<file path="config.mk">
export PLATFORM = sky130hd
export DESIGN_NAME = axi_stream_frame_fifo
export DESIGN_NICKNAME = d
export VERILOG_FILES = /design/src/rtl/axi_stream_frame_fifo.sv
export SDC_FILE = /design/constraint.sdc
export NUM_CORES = 1
export LEC_CHECK = 0
export BUFFER_PORTS_ARGS = -buffer_cell sky130_fd_sc_hd__buf_2
export CAP_MARGIN = 20
export CORE_ASPECT_RATIO = 1.2
export CORE_MARGIN = 10
export CORE_UTILIZATION = 40
export DETAILED_ROUTE_END_ITERATION = 16
export PLACE_DENSITY_LB_ADDON = 0.15
export RECOVER_POWER = 100
export REMOVE_ABC_BUFFERS = 1
export SYNTH_ARGS = -nofsm -noshare
export SYNTH_HDL_FRONTEND = slang
export SYNTH_SLANG_ARGS = --single-unit
</file>
<file path="constraint.sdc">
create_clock -name clk -period 7.1 [get_ports clk]
set_input_delay 1.42 -clock clk [delete_from_list [all_inputs] [get_ports clk]]
set_output_delay 1.42 -clock clk [all_outputs]
set_load 0.005 [all_outputs]
</file>
<file path="src/rtl/axi_stream_frame_fifo.sv">
// Stream FIFO carrying data/start/last. It can optionally hold output until a whole frame is stored.
// It also counts stored frames and keeps a sticky flag for malformed input framing.
module axi_stream_frame_fifo #(
    parameter int DATA_WIDTH  = 32,
    parameter int DEPTH       = 16,
    parameter int PACKET_MODE = 0
) (
    input  logic                       clk,
    input  logic                       rst,
    input  logic [DATA_WIDTH-1:0]      s_data,
    input  logic                       s_valid,
    input  logic                       s_start,
    input  logic                       s_last,
    output logic                       s_ready,
    output logic [DATA_WIDTH-1:0]      m_data,
    output logic                       m_valid,
    output logic                       m_start,
    output logic                       m_last,
    input  logic                       m_ready,
    output logic [$clog2(DEPTH+1)-1:0] count,
    output logic [$clog2(DEPTH+1)-1:0] frames,
    output logic                       err_framing
);
    // state    | meaning
    // IDLE     | between frames, next beat must carry start
    // IN_FRAME | inside a frame, next beat must not carry start
    typedef enum logic {IDLE = 1'b0, IN_FRAME = 1'b1} state_t;

    localparam int AW = $clog2(DEPTH);
    localparam int CW = $clog2(DEPTH + 1);
    localparam int EW = DATA_WIDTH + 2;
    localparam logic [CW-1:0] FULL = CW'(DEPTH);

    logic [EW-1:0] mem [DEPTH];
    logic [EW-1:0] head;
    logic [AW-1:0] wptr;
    logic [AW-1:0] rptr;
    logic          out_open;
    logic          frame_ready;
    logic          push;
    logic          pop;
    state_t        state;

    assign head    = mem[rptr];
    assign m_data  = head[EW-1:2];
    assign m_start = head[1];
    assign m_last  = head[0];

    // A full FIFO with no complete frame releases anyway so oversized frames cannot deadlock.
    assign frame_ready = (frames != '0) || (count == FULL) || out_open;
    assign s_ready     = (count != FULL);
    assign m_valid     = (count != '0) && ((PACKET_MODE == 0) || frame_ready);
    assign push        = s_valid && s_ready;
    assign pop         = m_valid && m_ready;

    // Storage is cleared on reset so the head reads as zero until the first push.
    always_ff @(posedge clk) begin
        if (rst) begin
            for (int i = 0; i < DEPTH; i++) mem[i] <= '0;
        end else if (push) begin
            mem[wptr] <= {s_data, s_start, s_last};
        end
    end

    always_ff @(posedge clk) begin
        if (rst) begin
            wptr     <= '0;
            rptr     <= '0;
            count    <= '0;
            frames   <= '0;
            out_open <= 1'b0;
        end else begin
            if (push) wptr <= wptr + AW'(1);
            if (pop) begin
                rptr     <= rptr + AW'(1);
                out_open <= !m_last;
            end
            if (push && !pop)      count <= count + CW'(1);
            else if (pop && !push) count <= count - CW'(1);
            case ({push && s_last, pop && m_last})
                2'b10:   frames <= frames + CW'(1);
                2'b01:   frames <= frames - CW'(1);
                default: ;
            endcase
        end
    end

    always_ff @(posedge clk) begin
        if (rst) begin
            state       <= IDLE;
            err_framing <= 1'b0;
        end else if (push) begin
            case (state)
                IDLE: begin
                    if (!s_start) err_framing <= 1'b1;
                    state <= s_last ? IDLE : IN_FRAME;
                end
                IN_FRAME: begin
                    if (s_start) err_framing <= 1'b1;
                    state <= s_last ? IDLE : IN_FRAME;
                end
                default: state <= IDLE;
            endcase
        end
    end
endmodule

</file>
==> results of run 1 <==
-- layout make-up --
cell class	count	area share (%)
inverter	6	0.0789
timing repair buffer	121	2.25
multi-input combinational	924	28.6
tap	832	3.65
clock buffer	65	5.18
clock inverter	40	1.22
sequential	568	59.0
-- kinds of logic (layout without fill, tap and decap cells) --
family	count (synthesis)	count (layout)
compound gates	92	92
flops	568	568
buf+inv	146	232
xor+xnor	10	10
simple gates	666	666
mux	141	141
fa+ha+maj	15	15
-- per-stage QoR --
| step | setup WS (ns) | instances | setup TNS, ns | area [um2] | hold WS [ns] |
|---|---|---|---|---|---|
| 2_1_floorplan | -0.753 | 1498 | -25.25 | 25100 | 0.460 |
| 3_3_place_gp | 2.74 | 2448 | 0 | 26900 | 0.456 |
| 3_5_place_dp | 2.76 | 2449 | 0 | 26900 | 0.467 |
| 4_1_cts | 2.40 | 2554 | 0 | 28700 | 0.483 |
| 5_1_grt | 1.18 | 2556 | 0 | 28500 | 0.506 |
| 6_report | 1.52 | 2556 | 0 | 28500 | 0.476 |
-- registers in the layout, summed over array words and instances (netlist names), named ones only --
name         cells
count            5
err_framing      1
frames           5
mem            544
rptr             4
state            1
wptr             4
-- per-layer routing --
metal	routed length, um	vias up	global-route usage, %
li1	-	6115	-
met1	28500	7143	23.0
met2	33300	303	30.0
met3	3070	83	3.39
met4	1360	2	4.22
met5	10	-	0
-- cell usage in the layout, fill, tap and decap left out, drive strengths merged, types with 6 or more instances in the layout --
cell    synthesis  layout
edfxtp        544     544
and2          544     544
mux4          136     136
clkbuf         70     125
a22oi          66      66
buf            70      61
nand2          42      42
clkinv          0      30
dfxtp          24      24
nor2           23      23
or2            16      16
ha             13      13
nor3           13      13
a21oi          11      11
inv             6       8
xor2            6       6
bufinv          0       6
nor4            6       6
-- final timing paths --
check                                 start     endpoint  slack [ns]
worst min register to register  err_framing  err_framing        0.48
worst max-delay path                    rst   mem[2][31]        1.52
worst max register to register     count[0]   mem[2][31]        2.14
worst min-delay path            err_framing  err_framing        0.48
-- power groups by stage --
stage / clock network (mW) / logic (mW) / registers, mW
5_1_grt: 3.20 / 1.87 / 4.02
6_report: 3.01 / 1.70 / 3.99
3_3_place_gp: 0 / 1.78 / 4.06
3_5_place_dp: 0 / 1.79 / 4.06
4_1_cts: 3.06 / 1.79 / 3.99
2_1_floorplan: 0 / 1.21 / 4.21
-- critical path, delay by kind of cell --
family / cells / cell delay, ns
AND/OR/NAND/NOR: 3 / 1.47
buffers and inverters: 3 / 2.88
==> key figures, run 1 <==
Outcome
  – Status: finished with violations
  – Failing checks: max-capacitance violations, max-slew violations

Clock tree
  – Post-CTS Resized: 0
  – Setup Buffers After CTS: 0
  – # hold bufs at CTS: 0
  – Root buffer cell: clkbuf_16
  – Clock-pin slew on the worst setup and hold paths: 0.06 ns
  – Htree depth: 2
  – CTS tree: built
  – TritonCTS buffer count: 58
  – Longest Clk Path Bufs: 3
  – Sink Count: 568
  – Worst skew pair latency: 0.62 ns

GRT
  – Initial antenna violation count: 3
  – Global Route Usage Sum: 17.7%
  – Grt total ovfl: 0
  – Vias in the first global route: 14700
  – First-pass GRT wire length: 99.1 mm
  – Pin count of the biggest net entering global routing: 136

Die
  – Die W: 253 um
  – Starting Density: 40.4%
  – Cell Rows: 102
  – Die area: 0.0758 mm2
  – Core area: 0.0646 mm2
  – DIE HEIGHT: 300 um
  – Num ports: 85

Flow run
  – Max-cap violation count: 25

STA
  – Slew HR: -95.1%
  – Slew Viols, Final: 812
  – Period utilization: 78.5%
  – Final setup violation count: 0
  – Worst Skew: 0.0136 ns
  – Tightest Pin Transition: 2.93 ns
  – Minimum clock period: 5.58 ns
  – Max Freq: 179 MHz
  – Fin. Hold Viols: 0
  – RSZ-0062 raised after global routing: no

Synth
  – Post-synthesis sequential area ratio: 64.5%
  – Synth cell count leaders: 544 x and2_1, 544 x edfxtp_1, 136 x mux4_2
  – Synthesized area: 0.0261 mm2
  – Fraction of registers with async set/reset: 0%
  – Post-synth top area share: 62.7%
  – Post-Synth Simple-Gate Area: 16.1%
  – Yosys warnings: 0
  – Synth Area in Compound Gates: 2.57%
  – Synth area leader: edfxtp_1
  – Number of flops mapped to enable cells by yosys: 544
  – Synthesized-area fraction occupied by adder cells: 0.777%
  – Post-synthesis register bit count: 568
  – Yosys cell types: 46
  – Post-synthesis xor/xnor area fraction: 0.336%
  – Cells after synthesis: 1638
  – Main synth FF type: edfxtp_1
  – Multiplexer share of the synthesized area: 11.9%
  – Syn_area_per_cell: 15.9 um2
  – Largest family of logic cells by synthesized area: simple AND/OR/NAND/NOR gates
  – Top cells by area, synth: edfxtp_1 63%, and2_1 13%, mux4_2 12%, buf_6 2.1%, a22oi_1 1.9%

Route
  – Total Wirelength: 66.2 mm
  – Via Count: 13600
  – Initial drt markers: 1065
  – Routed vias/inst: 5.34
  – DR WL/cell: 25.9 um
  – Residual DRC: 0
  – Antenna Nets Post-Route: 0
  – DRT Pass-1 Iters: 5

Cells and area
  – # nets final: 1732
  – Layout cells sized above 1: 17.6%
  – Area Overhead vs Synth: 9.41%
  – Util after Layout: 44.2%
  – Multi-input logic area: 0.00817 mm2
  – Storage element area: 0.0168 mm2
  – # fillers: 5731
  – Ant. Diodes: 0

Min path
  – Worst hold stages: 2
  – Hold Path Class: flop to flop

Placed design
  – Hpwl dp: 36.1 mm
  – Port-buffer cells: 84
  – Routability cong.: 0.727

Pwr
  – Pint: 6.37 mW
  – Cell leakage power: 9.92 nW
  – Switching pwr: 2.32 mW
  – PwrDens: 305 mW/mm2
  – Seq pwr share: 45.9%
  – Design Power: 8.69 mW
  – Sw Ratio: 26.7%
  – Max rail drop VDD: 0.208 mV
  – Clock power frac: 34.6%
  – Power share of the combinational group: 19.5%

Setup path
  – Most frequent cell on the critical path: clkbuf_1
  – Worst Reg2Reg Path Length in Cells: 7
  – Critical path's largest stage delay: 1.41 ns
  – Critical path's slowest cell: clkbuf_1
  – Worst Path Required: 7.34 ns
  – Crit Path Category: primary input to flop
  – Crit start category: primary input
  – Crit path DAT: 5.81 ns
  – Crit end category: flop
  – Critical Path Fanout Max: 47
  – Crit-path cells: clkbuf_1 > or2b_2 > nor4_1 > clkbuf_1 > or2_2 > clkbuf_2
(Power assumes the default switching activity.)
==> inputs of run 2 (changes only) <==
==> constraint.sdc (replaced) <==
create_clock -name clk -period 5.1 [get_ports clk]
set_input_delay 1.02 -clock clk [delete_from_list [all_inputs] [get_ports clk]]
set_output_delay 1.02 -clock clk [all_outputs]
set_load 0.005 [all_outputs]
==> key figures, run 2 (synthesis gave the netlist of run 1 again) <==
GRT
  – Grt total ovfl: 0 (unchanged)
  – Global Route Usage Sum: 17.9% (was 17.7%)
  – Initial antenna violation count: 4 (was 3)
  – First-pass GRT wire length: 99.8 mm (was 99.1 mm)
  – Vias in the first global route: 14800 (was 14700)
  – Pin count of the biggest net entering global routing: 56 (was 136)

Die
  – Num ports: 85 (unchanged)
  – DIE HEIGHT: 300 um (unchanged)
  – Core area: 0.0646 mm2 (unchanged)
  – Die area: 0.0758 mm2 (unchanged)
  – Starting Density: 40.4% (unchanged)
  – Die W: 253 um (unchanged)
  – Cell Rows: 102 (unchanged)

Clock tree
  – Clock-pin slew on the worst setup and hold paths: 0.06 ns (about the same)
  – Longest Clk Path Bufs: 3 (unchanged)
  – Worst skew pair latency: 0.61 ns (was 0.62 ns)
  – Htree depth: 2 (unchanged)
  – Post-CTS Resized: 0 (unchanged)
  – TritonCTS buffer count: 58 (unchanged)
  – Root buffer cell: clkbuf_16 (unchanged)
  – Sink Count: 568 (unchanged)
  – Setup Buffers After CTS: 0 (unchanged)
  – CTS tree: built (unchanged)
  – # hold bufs at CTS: 0 (unchanged)

STA
  – Slew Viols, Final: 200 (was 812)
  – Setup TNS: 0 ns (unchanged)
  – Slew HR: -58.4% (was -95.1%)
  – Worst Skew: 0.0223 ns (was 0.0136 ns)
  – Period utilization: 85.3%
  – Final setup violation count: 0 (unchanged)
  – Hold Slack: 0.486 ns (was 0.476 ns)
  – Fin. Hold Viols: 0 (unchanged)
  – Tightest Pin Transition: 2.38 ns (was 2.93 ns)
  – Minimum clock period: 4.35 ns
  – Max Freq: 230 MHz
  – RSZ-0062 raised after global routing: no (unchanged)

Setup path
  – Crit start category: flop (was primary input)
  – Crit Path Category: flop to flop (was primary input to flop)
  – Critical Path Fanout Max: 19 (was 47)
  – Crit path DAT: 4.55 ns (was 5.81 ns)
  – Crit end category: flop (unchanged)
  – Worst Path Required: 5.29 ns (was 7.34 ns)

Route
  – Antenna Nets Post-Route: 0 (unchanged)
  – Routed vias/inst: 5.43 (was 5.34)
  – DRT Pass-1 Iters: 5 (unchanged)
  – Via Count: 13900 (was 13600)
  – Residual DRC: 0 (unchanged)
  – DR WL/cell: 26.5 um (was 25.9 um)
  – Total Wirelength: 67.6 mm (was 66.2 mm)
  – Initial drt markers: 1068 (was 1065)

Placed design
  – Area post-placement: 0.0270 mm2 (was 0.0269 mm2)
  – DP Cell Count: 2458 (was 2449)
  – Port-buffer cells: 84 (unchanged)
  – Routability cong.: 0.748 (was 0.727)
  – Hpwl dp: 37.9 mm (was 36.1 mm)

Cells and area
  – Largest registers: mem: 544 flops, count: 5 flops, frames: 5 flops (unchanged)
  – Area Overhead vs Synth: 9.29% (was 9.41%)
  – Post-route non-filler standard cell count: 2557 (was 2556)
  – Most frequent cells in the layout: 544 x edfxtp_1, 382 x and2_1, 161 x and2_0 (was 544 x edfxtp_1, 281 x and2_0, 262 x and2_1)
  – # fillers: 5743 (was 5731)
  – # nets final: 1739 (was 1732)
  – Max reg flops: 544 (unchanged)
  – Largest reg by FF count: mem (unchanged)
  – Layout cells sized above 1: 18.4% (was 17.6%)
  – Most common cell after layout, fill and taps aside: edfxtp_1 (unchanged)
  – Final Cell Area: 0.0285 mm2 (about the same)

Outcome
  – Status: finished with violations (unchanged)
  – Failing checks: max-capacitance violations, max-slew violations (unchanged)

Flow run
  – Max-cap violation count: 9 (was 25)

Pwr
  – Clock power frac: 33.7% (was 34.6%)
  – PwrDens: 424 mW/mm2 (was 305 mW/mm2)
  – Max rail drop VDD: 0.235 mV (was 0.208 mV)
  – Pint: 8.83 mW (was 6.37 mW)
  – Seq pwr share: 46.5% (was 45.9%)
  – Power share of the combinational group: 19.9% (was 19.5%)
  – Sw Ratio: 26.9% (was 26.7%)
  – Switching pwr: 3.24 mW (was 2.32 mW)
  – Cell leakage power: 10.1 nW (was 9.92 nW)

Min path
  – Hold Path Class: flop to flop (unchanged)
==> run 2: power groups by stage <==
stage          clock (mW)  combinational, mW  sequential [mW]
3_3_place_gp            0               2.52             5.71
4_1_cts              4.15               2.53             5.62
2_1_floorplan           0               1.68             5.86
5_1_grt              4.32               2.62             5.65
6_report             4.06               2.40             5.61
3_5_place_dp            0               2.52             5.72
==> run 2: path summary, 6_finish.rpt <==
| path | start | to | slack [ns] | cells after the start |
|---|---|---|---|---|
| worst max-delay path | count[0] | mem[4][14] | 0.75 | 6 |
| worst min-delay path | err_framing | err_framing | 0.49 | 2 |
| worst max register to register | count[0] | mem[4][14] | 0.75 | 6 |
| worst min register to register | err_framing | err_framing | 0.49 | 2 |
==> run 2: metal layers <==
metal  vias to the layer above  part of all wire [%]  GRT usage, %
met5                         -                     0             0
met4                         0                   2.4          4.79
met3                        99                   5.1          3.06
met2                       369                    50          30.1
met1                      7297                    43          23.5
li1                       6130                     -             -
==> run 2: final cells by class <==
cell class | count | area, um2 | area share, %
repair buffers | 128 | 701 | 2.46
flip-flops and latches | 568 | 16800 | 59.0
clock inverters | 28 | 226 | 0.795
multi-input cells | 924 | 8160 | 28.6
clock buffers | 70 | 1520 | 5.33
inverters | 6 | 22.5 | 0.0790
diodes | 1 | 2.50 | 0.00878
well taps | 832 | 1040 | 3.65
==> run 2: per-stage QoR <==
step	power, mW	utilization (%)	setup slack (ns)
floorplan	7.54	-	-2.35
global placement	8.22	41.8	1.61
detailed placement	8.24	41.8	1.54
CTS	12.3	44.5	1.10
global route	12.6	44.1	0.486
finish	12.1	44.1	0.748
==> run 2: worst max-delay path: stages (launching register included) <==
cell      delay [ns]
dfxtp_1         0.38
or4_1           0.63
o21ai_0         0.24
clkbuf_1        0.95
nor3_4          0.08
or2_0           0.92
clkbuf_2        0.72
==> inputs of run 3 (changes only) <==
--- a/config.mk
+++ b/config.mk
@@ -13,7 +13,7 @@
 export DETAILED_ROUTE_END_ITERATION = 16
 export PLACE_DENSITY_LB_ADDON = 0.15
 export RECOVER_POWER = 100
-export REMOVE_ABC_BUFFERS = 1
 export SYNTH_ARGS = -nofsm -noshare
 export SYNTH_HDL_FRONTEND = slang
 export SYNTH_SLANG_ARGS = --single-unit
+export TNS_END_PERCENT = 10
==> constraint.sdc (replaced) <==
create_clock -name clk -period 5 [get_ports clk]
set_input_delay 1 -clock clk [delete_from_list [all_inputs] [get_ports clk]]
set_output_delay 1 -clock clk [all_outputs]
set_load 0.005 [all_outputs]
==> key figures, run 3 (synthesis gave the netlist of run 1 again) <==
Outcome
  – Status: finished with violations (unchanged)
  – Failing checks: max-capacitance violations, max-slew violations (unchanged)

Route
  – Routed vias/inst: 5.39 (was 5.43)
  – DR WL/cell: 27.0 um (was 26.5 um)
  – Via Count: 13800 (was 13900)
  – Total Wirelength: 69.4 mm (was 67.6 mm)
  – Antenna Nets Post-Route: 0 (unchanged)
  – DRT Pass-1 Iters: 5 (unchanged)
  – Initial drt markers: 1056 (was 1068)
  – Residual DRC: 0 (unchanged)

Setup path
  – Crit path DAT: 3.51 ns (was 4.55 ns)
  – Crit Path Category: flop to primary output (was flop to flop)
  – Worst Reg2Reg Path Length in Cells: 6 (unchanged)
  – Crit start category: flop (unchanged)
  – Crit-path cells: nor2b_2 > buf_4 > a22oi_1 > nand2_1 > clkbuf_1 (was or4_1 > o21ai_0 > clkbuf_1 > nor3_4 > or2_0 > clkbuf_2)
  – Worst Path Required: 4.00 ns (was 5.29 ns)
  – Origin of the critical flop-to-flop path: count[0] (unchanged)
  – FF-to-FF End: mem[8][10] (was mem[4][14])
  – Crit path max-delay family: simple AND/OR/NAND/NOR gates (was buffers and inverters)
  – Critical path's slowest cell: nor2b_2 (was clkbuf_1)
  – Critical path's largest stage delay: 1.39 ns (was 0.95 ns)
  – Reg2Reg Setup Slack: 0.57 ns (was 0.75 ns)
  – Critical Path Fanout Max: 21 (was 19)
  – Crit end category: primary output (was flop)
  – Worst Path Buf+Inv: 2 (unchanged)

Cells and area
  – Largest reg by FF count: mem (unchanged)
  – Area Overhead vs Synth: 9.79% (was 9.29%)
  – # nets final: 1745 (was 1739)
  – Layout cells sized above 1: 19.3% (was 18.4%)
  – Most frequent cells in the layout: 544 x edfxtp_1, 341 x and2_1, 202 x and2_0 (was 544 x edfxtp_1, 382 x and2_1, 161 x and2_0)
  – Max reg flops: 544 (unchanged)
  – Post-route non-filler standard cell count: 2568 (was 2557)
  – Most common cell after layout, fill and taps aside: edfxtp_1 (unchanged)
  – Largest registers: mem: 544 flops, count: 5 flops, frames: 5 flops (unchanged)

Pwr
  – Sw Ratio: 26.9% (about the same)
  – Power share of the combinational group: 19.9% (about the same)
  – Clock power frac: 34.2% (was 33.7%)
  – Cell leakage power: 10.1 nW (about the same)
  – Pint: 9.07 mW (was 8.83 mW)
  – Switching pwr: 3.34 mW (was 3.24 mW)
  – PwrDens: 434 mW/mm2 (was 424 mW/mm2)
  – Design Power: 12.4 mW (was 12.1 mW)
  – Max rail drop VDD: 0.271 mV (was 0.235 mV)
  – Seq pwr share: 46.0% (was 46.5%)

STA
  – Fin. Hold Viols: 0 (unchanged)
  – Slew HR: -31.8% (was -58.4%)
  – RSZ-0062 raised after global routing: no (unchanged)
  – Worst Skew: 0.0245 ns (was 0.0223 ns)
  – Minimum clock period: 4.51 ns
  – Final setup violation count: 0 (unchanged)
  – Final worst setup slack: 0.494 ns (was 0.748 ns)
  – Slew Viols, Final: 194 (was 200)
  – Tightest Pin Transition: 1.98 ns (was 2.38 ns)
  – Max Freq: 222 MHz
  – Hold Slack: 0.490 ns (was 0.486 ns)
  – Setup TNS: 0 ns (unchanged)
  – Period utilization: 90.1%

Die
  – DIE HEIGHT: 300 um (unchanged)
  – Die area: 0.0758 mm2 (unchanged)
  – Num ports: 85 (unchanged)
  – Die W: 253 um (unchanged)
  – Cell Rows: 102 (unchanged)
  – Core area: 0.0646 mm2 (unchanged)
  – Starting Density: 40.4% (unchanged)

Placed design
  – Routability cong.: 0.762 (was 0.748)
  – Worst slack, placed: 1.41 ns (was 1.54 ns)
  – Hpwl dp: 39.4 mm (was 37.9 mm)
  – DP Cell Count: 2465 (was 2458)
  – Port-buffer cells: 84 (unchanged)

GRT
  – Pin count of the biggest net entering global routing: 48 (was 56)
  – Vias in the first global route: 15200 (was 14800)
  – Initial antenna violation count: 3 (was 4)
  – Grt total ovfl: 0 (unchanged)
  – Global Route Usage Sum: 18.5% (was 17.9%)
  – First-pass GRT wire length: 103 mm (was 99.8 mm)

Clock tree
  – # hold bufs at CTS: 0 (unchanged)
  – Post-CTS Resized: 0 (unchanged)
  – TritonCTS buffer count: 57 (was 58)
  – Sink Count: 568 (unchanged)
  – Setup Buffers After CTS: 0 (unchanged)
  – Longest Clk Path Bufs: 3 (unchanged)
  – Worst skew pair latency: 0.62 ns (was 0.61 ns)
  – Clock-pin slew on the worst setup and hold paths: 0.06 ns (about the same)
  – Htree depth: 2 (unchanged)
  – Root buffer cell: clkbuf_16 (unchanged)
  – CTS tree: built (unchanged)

Flow run
  – Max-cap violation count: 9 (unchanged)

Min path
  – Worst hold stages: 2 (unchanged)
  – Hold Path Class: flop to flop (unchanged)
  – Hold path start: frames[4] (was err_framing)
  – Hold Path Sink: frames[4] (was err_framing)

Synth
  – Post-Syn Nets: 1691
run 3: power by group through the flow:
stage	Clock (mW)	Combinational, mW	Sequential (mW)
2_1_floorplan	0	1.88	5.65
4_1_cts	4.33	2.61	5.72
3_3_place_gp	0	2.60	5.81
6_report	4.24	2.47	5.71
3_5_place_dp	0	2.61	5.82
5_1_grt	4.52	2.70	5.75
run 3: final cells by class:
type | count | area [um2]
Fill cell | 5755 | 35900
Sequential cell | 568 | 16800
Multi-Input combinational cell | 924 | 8190
Clock buffer | 70 | 1520
Tap cell | 832 | 1040
Timing Repair Buffer | 135 | 738
Clock inverter | 32 | 290
Inverter | 6 | 22.5
Antenna cell | 1 | 2.50
run 3: how the worst max path moves through the flow:
stage	to	slack [ns]	depth (start not counted)
global placement	mem[13][21]	1.48	6
floorplan	mem[3][0]	1.88	4
finish	m_data[30]	0.49	5
detailed placement	mem[13][19]	1.41	6
global route	m_data[26]	0.34	5
CTS	m_data[11]	0.80	5
run 3: per-layer routing:
metal,GRT usage (%),vias to the layer above,share of wire (%)
met3,2.84,99,3.9
li1,-,6148,-
met2,33.0,278,52
met1,22.8,7300,41
met4,5.38,4,2.5
met5,0,-,0.035
run 3: worst register-to-register path, delay by kind of cell, from the launching register on:
kind                   cells  cell delay (ns)
AND/OR/NAND/NOR            3             1.37
AO/OA/AOI/OAI              1             0.29
buffers and inverters      2             1.88
flip-flops                 1             0.37
run 3: through the flow:
stage | area [um2] | util (%)
after floorplan | 26100 | -
after global placement | 27100 | 41.9
after CTS | 28900 | 44.7
after global routing | 28600 | 44.3
after detailed placement | 27100 | 41.9
final | 28600 | 44.3
